===== src/rtl/if_id_buffer.sv =====
// if_id_buffer: fetch-to-decode pipeline register with stall hold, flush bubbles and,
// when IFID_INT_EN is defined, an interrupt sequencer that injects INT_INSTR into decode.
module if_id_buffer #(
  parameter logic [31:0] NOP_INSTR = 32'h0000_0000,
  parameter logic [31:0] INT_INSTR = 32'hF800_0000
) (
  input  logic        clk,
  input  logic        rst,
  input  logic [31:0] instruction_in,
  input  logic [31:0] pc_in,
  input  logic        stall,
  input  logic        flush,
  input  logic        int_req,
  output logic [31:0] instruction_out,
  output logic [31:0] pc_out,
  output logic        valid_out,
  output logic        int_pending,
  output logic        int_taken
);
  logic [31:0] instr_q;
  logic [31:0] pc_q;
  logic        valid_q;
  assign instruction_out = instr_q;
  assign pc_out          = pc_q;
  assign valid_out       = valid_q;
`ifdef IFID_INT_EN
  typedef enum logic {IDLE, PENDING} state_t;
  state_t state_q;
  logic   int_req_q;
  logic   taken_q;
  logic   rise;
  logic   inject;
  assign rise        = int_req & ~int_req_q;
  assign inject      = (state_q == PENDING) & ~stall & ~flush;
  assign int_pending = state_q == PENDING;
  assign int_taken   = taken_q;
  // Pipeline register plus interrupt sequencer; a latched interrupt survives stalls and flushes.
  always_ff @(posedge clk or posedge rst) begin
    if (rst) begin
      instr_q   <= NOP_INSTR;
      pc_q      <= '0;
      valid_q   <= 1'b0;
      taken_q   <= 1'b0;
      state_q   <= IDLE;
      int_req_q <= 1'b0;
    end else begin
      int_req_q <= int_req;
      if (flush) begin
        instr_q <= NOP_INSTR;
        pc_q    <= '0;
        valid_q <= 1'b0;
        taken_q <= 1'b0;
      end else if (!stall) begin
        instr_q <= inject ? INT_INSTR : instruction_in;
        pc_q    <= pc_in;
        valid_q <= 1'b1;
        taken_q <= inject;
      end
      if (state_q == IDLE && rise) state_q <= PENDING;
      else if (inject) state_q <= IDLE;
    end
  end
`else
  logic unused_int_req;
  assign unused_int_req = int_req;
  assign int_pending    = 1'b0;
  assign int_taken      = 1'b0;
  // Plain pipeline register: flush squashes to a bubble, stall holds.
  always_ff @(posedge clk or posedge rst) begin
    if (rst) begin
      instr_q <= NOP_INSTR;
      pc_q    <= '0;
      valid_q <= 1'b0;
    end else if (flush) begin
      instr_q <= NOP_INSTR;
      pc_q    <= '0;
      valid_q <= 1'b0;
    end else if (!stall) begin
      instr_q <= instruction_in;
      pc_q    <= pc_in;
      valid_q <= 1'b1;
    end
  end
`endif
endmodule


===== config.mk =====
export PLATFORM = sky130hd
export DESIGN_NAME = if_id_buffer
export DESIGN_NICKNAME = d
export VERILOG_FILES = /design/src/rtl/if_id_buffer.sv
export SDC_FILE = /design/constraint.sdc
export NUM_CORES = 1
export LEC_CHECK = 0
export CAP_MARGIN = 10
export CELL_PAD_IN_SITES_DETAIL_PLACEMENT = 1
export CELL_PAD_IN_SITES_GLOBAL_PLACEMENT = 2
export CORE_UTILIZATION = 37
export CTS_CLUSTER_DIAMETER = 200
export DETAILED_ROUTE_END_ITERATION = 10
export DONT_BUFFER_PORTS = 1
export PLACE_DENSITY_LB_ADDON = 0.1
export SLEW_MARGIN = 30
export SYNTH_ARGS = -nofsm -noshare
export SYNTH_HDL_FRONTEND = slang
export SYNTH_SLANG_ARGS = --single-unit

===== constraint.sdc =====
create_clock -name clk -period 2.5 [get_ports clk]
set_clock_uncertainty 0.1 [all_clocks]
set_input_delay 0.625 -clock clk [delete_from_list [all_inputs] [get_ports clk]]
set_output_delay 0.625 -clock clk [all_outputs]
set_load 0.005 [all_outputs]

==> metrics.md <==
| Metric | Value |
|---|---|
| Routability congestion estimate | roughly 0.7 |
| Total Neg Setup Slack | 0 ns |
| RSZ-0062 raised after global routing | false |
| Starting Density | 38.7% |
| Fin. Hold Viols | 0 |
| Met3 Use GR | under 10% |
| CTS Buf Count | 9 |
| Largest net degree at the start of global routing | between 60 and 70 |
| Slew margin rel. | a little under three fifths |
| Worst reg2reg path depth | 2 |
| Psw | between 0.0004 and 0.0005 W |
| Worst Setup Start Kind | register |
| Sequential area share after synthesis | slightly above 60% |
| Crit end category | primary output |
| Hold crit path type | input port to async pin |
| P per Cell Area | between 700 and 800 nW/um^2 |
| Synth warn | 0 |
| Antenna Nets Post-Route | 0 |
| Layout cells sized above 1 | 7.48% |
| Die Area | around 7500 sq um |
| Total global routing track utilization | 14.9% |
| Number of cells on the critical path | 0 |
| Setup bufs post-CTS | 0 |
| CTS tree | yes |
| Max-cap violations | 0 |
| Worst hold slack | ~0.18 ns |
| Post-DP Area | ~2700 sq um |
| Post-Route WL | 5.44 mm |
| Area Overhead vs Synth | 8.89% |
| Syn avg cell area | roughly 12 sq um |
| # resized after CTS | 0 |
| Yosys reg bits | 65 |
| Synth Cell Area | between 2000 and 3000 sq um |
| DR iter-0 viols | between 50 and 60 |
| Final period util | about three fifths |
| Drt wl/cell | 17.6 microns |
| Ports | between 100 and 150 |
| Buffers on Ports | 0 |
| Antenna violations before repair | 0 |
| # setup viols final | 0 |
| Synth unique cells | 12 |
| Outcome | completed |
| Clk_lat worst skew | around 0.32 ns |
| M1 GR Usage | between 10% and 20% |
| Antenna Cells | 0 |
| Drt drc | 0 |
| FMAX | slightly below 0.7 GHz |
| Hpwl dp | 3.69 mm |
| Leak pwr | ~1.5 nW |
| Met2 global-route usage | approximately 25% |
| Hold buffer count at CTS | 0 |
| Max Buffers Root-to-Sink | 2 |
| Core area | about 6900 sq um |
| Std-Cell Rows | 30 |
| CP arrival | about 0.73 ns |
| Fill cells | about 740 |
| Clock Tree Root | clkbuf_8 |
| Top cell type's share of synthesized area | between 60 and 70% |
| CTS H-Tree Depth | 3 |
| Sequential Power Share | between 50% and 60% |
| Worst-Margin Slew | about 0.67 ns |
| Critical path class | register to primary output |
| Final net count | about 280 |
| Final min period | roughly 1.5 ns |
| Layout Cells excl Fill | slightly above 300 |
| Post-Syn Instances | approximately 210 |
| Clock group share of total power | approximately 44% |
| Vias per cell | just under 5 |
| Vias in the first global route | ~1.7k |
| Worst VDD drop | around 0.25 mV |
| Vias | approximately 1.5k |
| GRT Residual Overflow | 0 |
| Floorplan die width | 86.8 microns |
| Placed cell count | slightly below 300 |
| Worst-path clk slew | 0.07 ns |
| Comb power frac | ~5.4% |
| Commonest non-fill, non-tap cell in the layout | dfrtp_1 |
| Gr busiest metal | met2 |
| Most frequent cells in the layout | dfrtp_1 (65), mux2i_1 (64), nor2_1 (64) |
| CTS sink count | 65 |
| Switching share of power | between 20% and 30% |
| Cell Int Power | around 0.0018 W |
| Post-layout instance area | just under 3000 sq um |
| Pre-antenna DRT Iters | 3 |
| Crit path max fanout | 2 |
| Slew Viols, Final | 0 |
| First-pass GRT wire length | about 8.4 mm |
| CP required | roughly 1.8 ns |
| Top area cells in the synthesized netlist | dfrtp_1 (61%), mux2i_1 (24%), nor2_1 (9.0%) |
| Chip height | approximately 87 microns |
| Post-synth top area cell | dfrtp_1 |
[stage by stage]
| stage | util, % | setup slack, ns | total power [W] |
|---|---|---|---|
| after floorplan | - | 0.149 | 0.00132 |
| after global placement | 38.8 | 1.15 | 0.00130 |
| after detailed placement | 38.8 | 1.09 | 0.00131 |
| after CTS | 42.2 | 1.01 | 0.00233 |
| after global routing | 42.2 | 1.00 | 0.00240 |
| final | 42.2 | 1.05 | 0.00229 |
[layout make-up]
cell class                      instances  area (sq um)  share of cell area (%)
Clock buffer                           13           169                    5.83
Inverter                                2          7.51                   0.259
Timing Repair Buffer                    1          20.0                   0.691
Tap cell                               96           120                    4.15
Clock inverter                          2          60.1                    2.07
Multi-Input combinational cell        131           893                    30.8
Sequential cell                        65          1630                    56.2
[flip-flops by register name, summed over array words and instances (netlist names)]
signal           count
valid_out            1
pc_out              32
instruction_out     32
[worst paths after layout]
| kind | startpoint | to | slack [ns] |
|---|---|---|---|
| setup reg to reg | instruction_out[11] | instruction_out[11] | 1.64 |
| max in group asynchronous | rst | pc_out[0] | 1.49 |
| hold reg to reg | instruction_out[20] | instruction_out[20] | 0.45 |
| hold / removal | rst | instruction_out[11] | 0.18 |
| min in group clk | flush | pc_out[9] | 0.27 |
| setup / recovery | instruction_out[25] | instruction_out[25] | 1.05 |
[synth_stat cells]
cell type,n
a21oi_1,1
mux2i_1,64
nor2_1,64
inv_1,2
buf_8,5
buf_4,3
buf_2,1
buf_1,1
dfrtp_1,65
clkbuf_1,5
conb_1,1
buf_6,1
[per-layer routing]
metal  up-vias  wire length (microns)
met1       772                   2160
met2        70                   2840
met3         5                    394
li1        682                      -
met4         0                     53
met5         -                      0
[cells by family after synthesis]
group / share of synthesized area, %
flops: 61.1
other cells: 0.141
simple gates: 9.03
compound gates: 0.188
buf+inv: 5.41
mux: 24.1
[power by group through the flow]
stage | Sequential [W] | Combinational [W] | Clock [W]
6_report | 0.00116 | 0.000123 | 0.00100
5_1_grt | 0.00117 | 0.000142 | 0.00109
4_1_cts | 0.00116 | 0.000129 | 0.00104
3_5_place_dp | 0.00118 | 0.000130 | 0
3_3_place_gp | 0.00118 | 0.000119 | 0
2_1_floorplan | 0.00117 | 0.000154 | 0
(Power assumes the default switching activity.)
